===== src/rtl/spi_target_pkg.sv =====
// Shared types and constants for the SPI target register block.
package spi_target_pkg;

    typedef enum logic [1:0] {
        ST_IDLE  = 2'd0,
        ST_CMD   = 2'd1,
        ST_WDATA = 2'd2,
        ST_RDATA = 2'd3
    } spi_state_e;

    localparam int CMD_RW_BIT = 7;
    localparam int BYTE_BITS  = 8;
    localparam int BIT_CNT_W  = $clog2(BYTE_BITS);

    localparam logic [7:0] RD_EMPTY = 8'hFF;

    function automatic logic is_last_bit(input logic [BIT_CNT_W-1:0] cnt);
        return cnt == BIT_CNT_W'(BYTE_BITS - 1);
    endfunction

endpackage


===== src/rtl/spi_target_sync.sv =====
// Multi-stage synchroniser for one asynchronous SPI input, with rise/fall pulses
// derived from the synchronised level.
module spi_target_sync #(
    parameter int SYNC_STAGES = 2
) (
    input  logic clk,
    input  logic d,
    output logic q,
    output logic rise,
    output logic fall
);

    logic [SYNC_STAGES-1:0] chain;
    logic                   q_d;

    // Deliberately not reset: the chain keeps tracking the pin through a reset, so
    // releasing reset never fabricates an edge on a line that was already high.
    always_ff @(posedge clk) begin
        chain <= {chain[SYNC_STAGES-2:0], d};
        q_d   <= chain[SYNC_STAGES-1];
    end

    assign q    = chain[SYNC_STAGES-1];
    assign rise = q & ~q_d;
    assign fall = ~q & q_d;

endmodule


===== src/rtl/spi_target_regs.sv =====
// SPI target: decodes MSB-first command/data frames into a local register file and
// offers a host port. Build option: SPI_TARGET_ADDR_INC_EN (address auto-increment).
//
//  state    | meaning
//  ---------+-------------------------------------------------------------
//  ST_IDLE  | no frame; waits for an armed SPI_EN rise
//  ST_CMD   | shifting in the command byte on SPI_CLK rises
//  ST_WDATA | shifting in write data on rises; each full byte commits
//  ST_RDATA | shifting out read data on falls; each full byte reloads
module spi_target_regs
    import spi_target_pkg::*;
#(
    parameter int ADDR_W      = 4,
    parameter int SYNC_STAGES = 2
) (
    input  logic              clk,
    input  logic              rst,
    input  logic              SPI_CLK,
    input  logic              SPI_EN,
    input  logic              SPI_MOSI,
    output logic              SPI_MISO,
    input  logic              host_we,
    input  logic [ADDR_W-1:0] host_addr,
    input  logic [7:0]        host_wdata,
    output logic [7:0]        host_rdata,
    output logic              wr_strobe,
    output logic [ADDR_W-1:0] wr_addr,
    output logic [7:0]        wr_data,
    output logic              frame_act,
    output logic              frame_err
);

    localparam int NUM_REGS = 2**ADDR_W;

    logic sclk_lvl, sclk_rise, sclk_fall;
    logic en_lvl, en_rise, en_fall;
    logic mosi_lvl, mosi_rise, mosi_fall;
    logic sync_unused;

    spi_target_sync #(.SYNC_STAGES(SYNC_STAGES)) u_sync_sclk (
        .clk  (clk),
        .d    (SPI_CLK),
        .q    (sclk_lvl),
        .rise (sclk_rise),
        .fall (sclk_fall)
    );

    spi_target_sync #(.SYNC_STAGES(SYNC_STAGES)) u_sync_en (
        .clk  (clk),
        .d    (SPI_EN),
        .q    (en_lvl),
        .rise (en_rise),
        .fall (en_fall)
    );

    spi_target_sync #(.SYNC_STAGES(SYNC_STAGES)) u_sync_mosi (
        .clk  (clk),
        .d    (SPI_MOSI),
        .q    (mosi_lvl),
        .rise (mosi_rise),
        .fall (mosi_fall)
    );

    assign sync_unused = ^{sclk_lvl, mosi_rise, mosi_fall};

    spi_state_e             state, state_nxt;
    logic [BIT_CNT_W-1:0]   bit_cnt;
    logic [7:0]             shift;
    logic [7:0]             shift_in;
    logic [ADDR_W-1:0]      addr;
    logic [ADDR_W-1:0]      addr_step;
    logic [ADDR_W-1:0]      cmd_addr;
    logic                   armed;
    logic                   frame_stop;
    logic                   byte_done;
    logic [7:0]             regs [NUM_REGS];

    assign shift_in = {shift[6:0], mosi_lvl};
    assign cmd_addr = shift_in[ADDR_W-1:0];

`ifdef SPI_TARGET_ADDR_INC_EN
    assign addr_step = addr + ADDR_W'(1);
`else
    assign addr_step = addr;
`endif

    always_ff @(posedge clk) begin
        if (rst) begin
            state <= ST_IDLE;
        end else begin
            state <= state_nxt;
        end
    end

    always_comb begin
        state_nxt  = state;
        frame_stop = 1'b0;
        byte_done  = 1'b0;
        case (state)
            ST_IDLE: begin
                if (armed && en_rise) begin
                    state_nxt = ST_CMD;
                end
            end
            ST_CMD: begin
                if (en_fall) begin
                    state_nxt  = ST_IDLE;
                    frame_stop = 1'b1;
                end else if (sclk_rise && is_last_bit(bit_cnt)) begin
                    byte_done = 1'b1;
                    state_nxt = shift_in[CMD_RW_BIT] ? ST_RDATA : ST_WDATA;
                end
            end
            ST_WDATA: begin
                if (en_fall) begin
                    state_nxt  = ST_IDLE;
                    frame_stop = 1'b1;
                end else if (sclk_rise && is_last_bit(bit_cnt)) begin
                    byte_done = 1'b1;
                end
            end
            ST_RDATA: begin
                if (en_fall) begin
                    state_nxt  = ST_IDLE;
                    frame_stop = 1'b1;
                end else if (sclk_fall && is_last_bit(bit_cnt)) begin
                    byte_done = 1'b1;
                end
            end
            default: begin
                state_nxt = ST_IDLE;
            end
        endcase
    end

    always_ff @(posedge clk) begin
        if (rst) begin
            bit_cnt    <= '0;
            shift      <= '0;
            addr       <= '0;
            armed      <= 1'b0;
            wr_strobe  <= 1'b0;
            wr_addr    <= '0;
            wr_data    <= '0;
            frame_err  <= 1'b0;
            host_rdata <= '0;
            for (int i = 0; i < NUM_REGS; i++) begin
                regs[i] <= '0;
            end
        end else begin
            wr_strobe <= 1'b0;
            frame_err <= frame_stop && (bit_cnt != '0);
            if (!en_lvl) begin
                armed <= 1'b1;
            end

            case (state)
                ST_IDLE: begin
                    if (state_nxt == ST_CMD) begin
                        bit_cnt <= '0;
                    end
                end
                ST_CMD: begin
                    if (!en_fall && sclk_rise) begin
                        bit_cnt <= bit_cnt + BIT_CNT_W'(1);
                        shift   <= shift_in;
                        if (byte_done) begin
                            addr <= cmd_addr;
                            if (shift_in[CMD_RW_BIT]) begin
                                shift <= regs[cmd_addr];
                            end
                        end
                    end
                end
                ST_WDATA: begin
                    if (!en_fall && sclk_rise) begin
                        bit_cnt <= bit_cnt + BIT_CNT_W'(1);
                        shift   <= shift_in;
                        if (byte_done) begin
                            wr_strobe <= 1'b1;
                            wr_addr   <= addr;
                            wr_data   <= shift_in;
                            addr      <= addr_step;
                        end
                    end
                end
                ST_RDATA: begin
                    if (!en_fall && sclk_fall) begin
                        bit_cnt <= bit_cnt + BIT_CNT_W'(1);
                        shift   <= {shift[6:0], 1'b0};
                        if (byte_done) begin
                            addr  <= addr_step;
                            shift <= regs[addr_step];
                        end
                    end
                end
                default: ;
            endcase

            // The SPI commit lands in the strobe cycle and beats a same-address host write.
            if (host_we && !(wr_strobe && (host_addr == wr_addr))) begin
                regs[host_addr] <= host_wdata;
            end
            if (wr_strobe) begin
                regs[wr_addr] <= wr_data;
            end
            host_rdata <= regs[host_addr];
        end
    end

    assign SPI_MISO  = (state == ST_RDATA) & shift[7];
    assign frame_act = (state != ST_IDLE);

endmodule


===== config.mk =====
export PLATFORM = sky130hd
export DESIGN_NAME = spi_target_regs
export DESIGN_NICKNAME = d
export VERILOG_FILES = /design/src/rtl/spi_target_pkg.sv /design/src/rtl/spi_target_sync.sv /design/src/rtl/spi_target_regs.sv
export SDC_FILE = /design/constraint.sdc
export NUM_CORES = 1
export LEC_CHECK = 0
export ABC_AREA = 0
export CORE_ASPECT_RATIO = 0.9
export CORE_MARGIN = 2
export CORE_UTILIZATION = 30
export CTS_CLUSTER_DIAMETER = 80
export DETAILED_ROUTE_END_ITERATION = 7
export SLEW_MARGIN = 20
export SYNTH_ARGS = -nofsm -noshare
export SYNTH_HDL_FRONTEND = slang
export SYNTH_SLANG_ARGS = --single-unit

===== constraint.sdc =====
create_clock -name clk -period 2.19 [get_ports clk]
set_input_delay 0.219 -clock clk [delete_from_list [all_inputs] [get_ports clk]]
set_output_delay 0.219 -clock clk [all_outputs]
set_load 0.02 [all_outputs]

==> results of run 1 <==
==> state kept, by name (all words and copies together) (netlist names), named ones only <==
name	count
u_sync_mosi.chain	2
addr	4
u_sync_en.chain	2
wr_strobe	1
u_sync_sclk.chain	2
bit_cnt	3
shift	8
state	2
armed	1
host_rdata	8
wr_addr	4
u_sync_en.q_d	1
regs	128
wr_data	8
frame_err	1
u_sync_sclk.q_d	1
==> cell type report <==
type,count,area [sq um]
Multi-Input combinational cell,527,5505
Clock inverter,15,186.4
Clock buffer,17,425.4
Sequential cell,180,4892
Tap cell,469,586.8
Timing Repair Buffer,150,1303
Fill cell,3355,22180
Inverter,16,60.06
==> cells in the mapped netlist (13+ instances only) <==
library cell / n
a22o_1: 129
edfxtp_1: 128
mux4_2: 98
dfxtp_1: 52
nor2_1: 49
mux2i_1: 43
clkbuf_1: 41
buf_2: 24
a21oi_1: 21
nor2b_1: 19
buf_1: 18
or3_1: 17
inv_1: 16
nand2_1: 16
o21ai_0: 13
==> metrics by stage <==
step	util	std cells	setup WS, ns	area, sq um
after detailed placement	0.3494	1341	-0.1507	12280
after floorplan	-	812	0.007360	10780
after global routing	0.3688	1374	-0.05520	12960
after global placement	0.3494	1341	-0.1299	12280
final	0.3688	1374	0.08141	12960
after CTS	0.3671	1373	0.01159	12900
==> critical path, stage by stage, from the launching register on <==
cell and delay (ns):
dfxtp_2 0.35, inv_2 0.05, ha_4 0.26, nand3b_1 0.16, a2111o_1 0.51, nor3_4 0.27
o22ai_2 0.12, o31a_1 0.26
==> report_power, final <==
group / internal [mW] / leakage, nW / total (mW) / switching, mW
logic: 0.490 / 2.33 / 0.980 / 0.490
clock network: 1.64 / 0.292 / 3.18 / 1.54
registers: 3.81 / 1.67 / 4.04 / 0.225
total: 5.94 / 4.29 / 8.19 / 2.26
==> how the worst min path moves through the flow <==
stage                                      start                           end  slack (ns)  cells past startpoint
floorplan                                 SPI_EN    u_sync_en.chain[0]$_DFF_P_        0.25                      0
global placement      u_sync_en.chain[0]$_DFF_P_    u_sync_en.chain[1]$_DFF_P_        0.32                      0
detailed placement  u_sync_sclk.chain[0]$_DFF_P_  u_sync_sclk.chain[1]$_DFF_P_        0.32                      0
CTS                                       SPI_EN    u_sync_en.chain[0]$_DFF_P_        0.21                      1
global route                              SPI_EN    u_sync_en.chain[0]$_DFF_P_        0.21                      1
finish                                    SPI_EN    u_sync_en.chain[0]$_DFF_P_        0.22                      1
==> kinds of logic after synthesis <==
group	count (synthesis)
xor gates and xnor gates	2
buffers and inverters	105
and+or+nand+nor	159
DFF	180
adders and majority gates	7
AOI/OAI and AO/OA	214
muxes	145
==> per-layer routing <==
metal  vias to the layer above  track usage
met5                         -            0
met2                       578       0.2932
met1                      4190       0.2960
li1                       3473            -
met3                        67      0.06379
met4                         4      0.06949
==> timing repair <==
action,CTS,global route
endpoints found under the hold margin,0,0
pin swaps,0,8
buffers inserted,0,1
hold buffers,0,0
gates resized for setup,5,16
setup endpoints to repair,5,49
==> run_results.csv, run 1 <==
group,metric,value,unit
cells_and_area,final_common_cell,"a22o_1",
yosys,synth-main-ff-cell,"edfxtp_1",
drt,vias,8312,
yosys,ys_seq_area_frac,0.4554,
yosys,synth_fa_ha_area_frac,0.008166,
clock_tree,cts_buffers,17,
clock_tree,cts_max_path_buffers,2,
cells_and_area,drive_gt1_frac,0.3249,
yosys,yosys.area.top_type,"edfxtp_1",
yosys,synth_area_leaders,"edfxtp_1 (36%), mux4_2 (21%), a22o_1 (11%), dfxtp_1 (9.7%), mux2i_1 (4.0%)",
setup_path,critical_path_class,"register to register",
global_routing,grt_start_max_net_pins,42,
drt,viasPerCell,6.049,
setup_path,critPathRequiredTime,2.52,ns
power,ir_worst_vdd,0.4697,mV
setup_path,crit_fanout,4,
floorplan,rows,65,
setup_path,ff2ff_setup_slack,0.08,ns
yosys,synth.distinct_cells,59,
setup_path,crit_start,"state[1]$_SDFF_PP0_",
min_path,hold_path.class,"input port to register",
setup_path,r2r-end,"shift[4]$_SDFFE_PP0P_",
timing,setup_viol,0,
floorplan,core,0.03513,sq mm
yosys,yosys_register_bits,180,
setup_path,end_kind,"register",
drt,top_layer,"met5",
setup_path,crit_end,"shift[4]$_SDFFE_PP0P_",
yosys,postSynthNetCount,837,
clock_tree,ctsHtreeMaxLevel,4,
power,power.density,632.3,mW/mm^2
placement,dp_hpwl,27850,um
clock_tree,cts_sinks,180,
placement,gp_congestion,0.9567,
global_routing,grt-ovfl-total,0,
global_routing,gr-usage-all-layers,0.2062,
setup_path,r2r-start,"state[1]$_SDFF_PP0_",
yosys,synth.area.mux_share,0.2501,
timing,hold_viol,0,
yosys,synth_xor_area_frac,0.001633,
floorplan,die-area,0.03728,sq mm
drt,ant_nets,0,
clock_tree,clock-root-buffer,"clkbuf_16",
yosys,syn-instance-count,812,
drt,route.met3.wl,5107,um
global_routing,grt_pass1_wl,55370,um
drt,dr.pass1.iters,7,
timing,rsz0062_at_grt,"true",
setup_path,start_kind,"register",
floorplan,start_util,0.3053,
timing,relSlewSlack,0.6121,
timing,hold_ws,0.2203,ns
yosys,ys_async_sr_fraction,0,
yosys,avgSynthCellArea,13.21,sq um
drt,drc,0,
cells_and_area,area_delta_synth_final,20.82,%
clock_tree,cts_tree,"yes",
run,maxCapViolCount,0,
clock_tree,clkLatencyLatePin,0.45,ns
drt,drt-met1-wl,15670,um
cells_and_area,final_cell_mix,"a22o_1 (129), edfxtp_1 (128), buf_4 (101)",
yosys,synth_warnings,0,
outcome,status,"completed",
timing,worst_pin_slew,0.5807,ns
timing,finClkSkew,0.01700,ns
power,p_leak,4.294,nW
drt,drt-initial-drc-count,1115,
floorplan,die_w,203.3,um
timing,maxSlewViolCount,0,
yosys,synth_edf_count,128,
drt,wl_met2,16110,um
floorplan,die_y,183.4,um
setup_path,worstPathArrival,2.43,ns
cells_and_area,antenna_cells,0,
placement,io_buffers,41,
yosys,synth_top_area_frac,0.3584,
clock_tree,path_clk_slew,0.07,ns
floorplan,ios,42,
yosys,synth_compound_area_frac,0.1622,
yosys,syn_area,0.01073,sq mm
drt,avgRoutedWirePerCell,27.60,um
cells_and_area,nNetsFinal,917,
global_routing,antenna_found_initial,2,
power,p_total,8.194,mW
drt,drt_wl_total,37920,um
yosys,synth-simple-area-share,0.08084,
global_routing,grt_pass1_vias,7812,
yosys,synth_top_family_by_area,"multiplexers",
timing,clock.fmax,474.3,MHz
setup_path,worstRegToRegCells,7,
timing,fin_crit_sh,0.9628,
timing,setup_tns,0,ns
timing,fin_crit,2.109,ns
Note: power is estimated with default switching activity, not from simulation.
==> inputs of run 2 (changes only) <==
Settings changed: GPL_TIMING_DRIVEN set to 0.
Clock period 2.19 ns to 2.11 ns, I/O delays scaled along.
==> run 2 against run 1 <==
  * Die area stayed put
  * Clock skew is 0.0024 ns lower
  * Worst hold slack worse by 0.017 ns
  * Sequential share of layout area is 1.1 points lower
  * Critical path depth is 1 lower
  * Cell area is 3.2% higher
  * Wire length is 4.6% higher
  * Highest routed layer unchanged
  * Combinational power is 12% higher
  * Register-to-register slack worse by 0.14 ns
  * Clock power is 2% higher
  * The flow now finishes with violations (setup timing)
  * Largest power group unchanged
  * Maximum frequency is 2.8% lower
  * Via count is 3.7% higher
==> run_results.csv, run 2 (synthesis results as in run 1) <==
group,metric,value,unit
outcome,status,"finished, violations left",
outcome,violations,"setup timing",
cells_and_area,final_cell_mix,"a22o_1 (129), edfxtp_1 (128), mux4_2 (98)",
cells_and_area,utilization,0.3807,
clock_tree,clock-root-buffer,"clkbuf_16",
cells_and_area,nNetsFinal,932,
min_path,min_to,"u_sync_mosi.chain[0]$_DFF_P_",
drt,drt_wl_total,39680,um
setup_path,r2r-end,"shift[5]$_SDFFE_PP0P_",
clock_tree,path_clk_slew,0.07,ns
global_routing,grt_pass1_vias,8254,
timing,hold_viol,0,
cells_and_area,area_delta_synth_final,24.72,%
timing,setup_viol,12,
setup_path,worstPathArrival,2.56,ns
timing,hold_ws,0.2034,ns
clock_tree,ctsHtreeMaxLevel,4,
cells_and_area,fin_area,0.01338,sq mm
global_routing,grt_start_max_net_pins,18,
setup_path,critPathSlowestCell,"a211oi_2",
clock_tree,cts_max_path_buffers,2,
setup_path,worstRegToRegCells,6,
cells_and_area,largest_register_ffs,128,
setup_path,path_depth,6,
clock_tree,clkLatencyLatePin,0.46,ns
power,power.density,630.8,mW/mm^2
setup_path,critical_path_class,"register to register",
timing,setup_tns,-0.1831,ns
floorplan,die-area,0.03728,sq mm
drt,viasPerCell,6.204,
global_routing,antenna_found_initial,1,
global_routing,grt-ovfl-total,0,
floorplan,start_util,0.3053,
timing,fin_crit_sh,1.029,
setup_path,crit_fanout,10,
placement,dp.cells,1312,
floorplan,rows,65,
cells_and_area,multi_input_area,0.006046,sq mm
setup_path,start_kind,"register",
min_path,hold_depth,1,
setup_path,ff2ff_setup_slack,-0.06,ns
cells_and_area,antenna_cells,0,
cells_and_area,fin_cells,1389,
clock_tree,cts_tree,"yes",
placement,gp_congestion,0.9522,
floorplan,die_w,203.3,um
clock_tree,cts_buffers,17,
timing,rsz0062_at_grt,"true",
drt,avgRoutedWirePerCell,28.57,um
setup_path,critPathTopFamily,"buffers and inverters",
drt,drc,0,
drt,drt-initial-drc-count,1403,
global_routing,grt_pass1_wl,56650,um
timing,worst_pin_slew,1.066,ns
floorplan,ios,42,
cells_and_area,final_common_cell,"a22o_1",
min_path,holdCritStartpoint,"SPI_MOSI",
cells_and_area,seqCellArea,0.004903,sq mm
clock_tree,hold_buffers,0,
power,ir_worst_vdd,0.4263,mV
global_routing,gr-usage-all-layers,0.2150,
placement,placed_cell_area,0.01174,sq mm
setup_path,end_kind,"register",
drt,dr.pass1.iters,5,
floorplan,core,0.03513,sq mm
cells_and_area,nFillCells,3299,
timing,maxSlewViolCount,0,
clock_tree,cts_sinks,180,
setup_path,critPathRequiredTime,2.50,ns
timing,worst_slack,-0.06024,ns
run,maxCapViolCount,0,
drt,ant_nets,0,
setup_path,critPathBufInv,3,
drt,vias,8617,
timing,finClkSkew,0.01457,ns
setup_path,cpPeakStageDelay,0.43,ns
setup_path,path_cells,"buf_2 > buf_2 > clkbuf_2 > a211oi_2 > a211oi_2 > o31a_1",
timing,fin_crit,2.170,ns
placement,io_buffers,29,
placement,dp_hpwl,28370,um
power,p_total,8.438,mW
floorplan,die_y,183.4,um
cells_and_area,drive_gt1_frac,0.3620,
min_path,hold_path.class,"input port to register",
cells_and_area,regMostFlops,"regs",
timing,clock.fmax,460.8,MHz
power,p_leak,4.258,nW
timing,relSlewSlack,0.2896,
placement,place_ws,-0.7801,ns
## run 2: changes by cell type in the layout (fill, tap and decap cells not counted), moves of 9 or more
cell             previous run  this run
clkbuf_1                    0        29
buf_1                       0        17
or3_4                       7        16
buf_6                       1        14
or3_1                      10         1
clkdlybuf4s50_1            36        27
nor2_4                      0        17
nor2_1                     43        31
buf_4                     101        52
## run 2: power breakdown
group	total [mW]	switching (mW)	leakage (nW)	internal (mW)
sequential	4.10	0.148	1.67	3.95
clock	3.24	1.54	0.289	1.69
combinational	1.10	0.605	2.29	0.497
## run 2: cell type report
cell class,count,area share
well taps,469,0.04387
plain buffers,84,0.03760
clock buffers,18,0.03283
clock inverters,14,0.01010
multi-input cells,527,0.4520
flip-flops and latches,180,0.3666
inverters,16,0.004677
repair buffers,81,0.05238
## run 2: metal layers
layer,wire length (um),vias to the layer above,track usage
met5,13,-,0
met4,1813,2,0.1007
met3,5176,130,0.06183
met2,17330,650,0.3184
met1,15340,4320,0.2902
li1,-,3515,-
## run 2: how the worst max path moves through the flow
stage / start / slack (ns) / endpoint
floorplan: wr_addr[0]$_SDFFE_PP0P_ / -0.07 / regs[1][0]$_DFFE_PP_
global placement: rst / -1.28 / regs[3][2]$_DFFE_PP_
detailed placement: rst / -0.78 / regs[6][2]$_DFFE_PP_
CTS: wr_addr[1]$_SDFFE_PP0P_ / -0.09 / regs[13][3]$_DFFE_PP_
global route: wr_strobe$_SDFF_PP0_ / -0.15 / regs[2][3]$_DFFE_PP_
finish: register / -0.06 / shift[5]$_SDFFE_PP0P_
## run 2: worst reg2reg max path: cells and delay by family (launching register included)
family / cells / cell delay (ns)
AOI/OAI and AO/OA: 3 / 0.76
buffers and inverters: 3 / 1.03
DFF: 1 / 0.31
## run 2: repair_timing
action,4_1_cts,5_1_grt
cloned,0,0
hold endpoints to repair,0,0
pin swaps,23,33
setup endpoints to repair,276,160
resized for setup,122,54
setup buffers,24,26
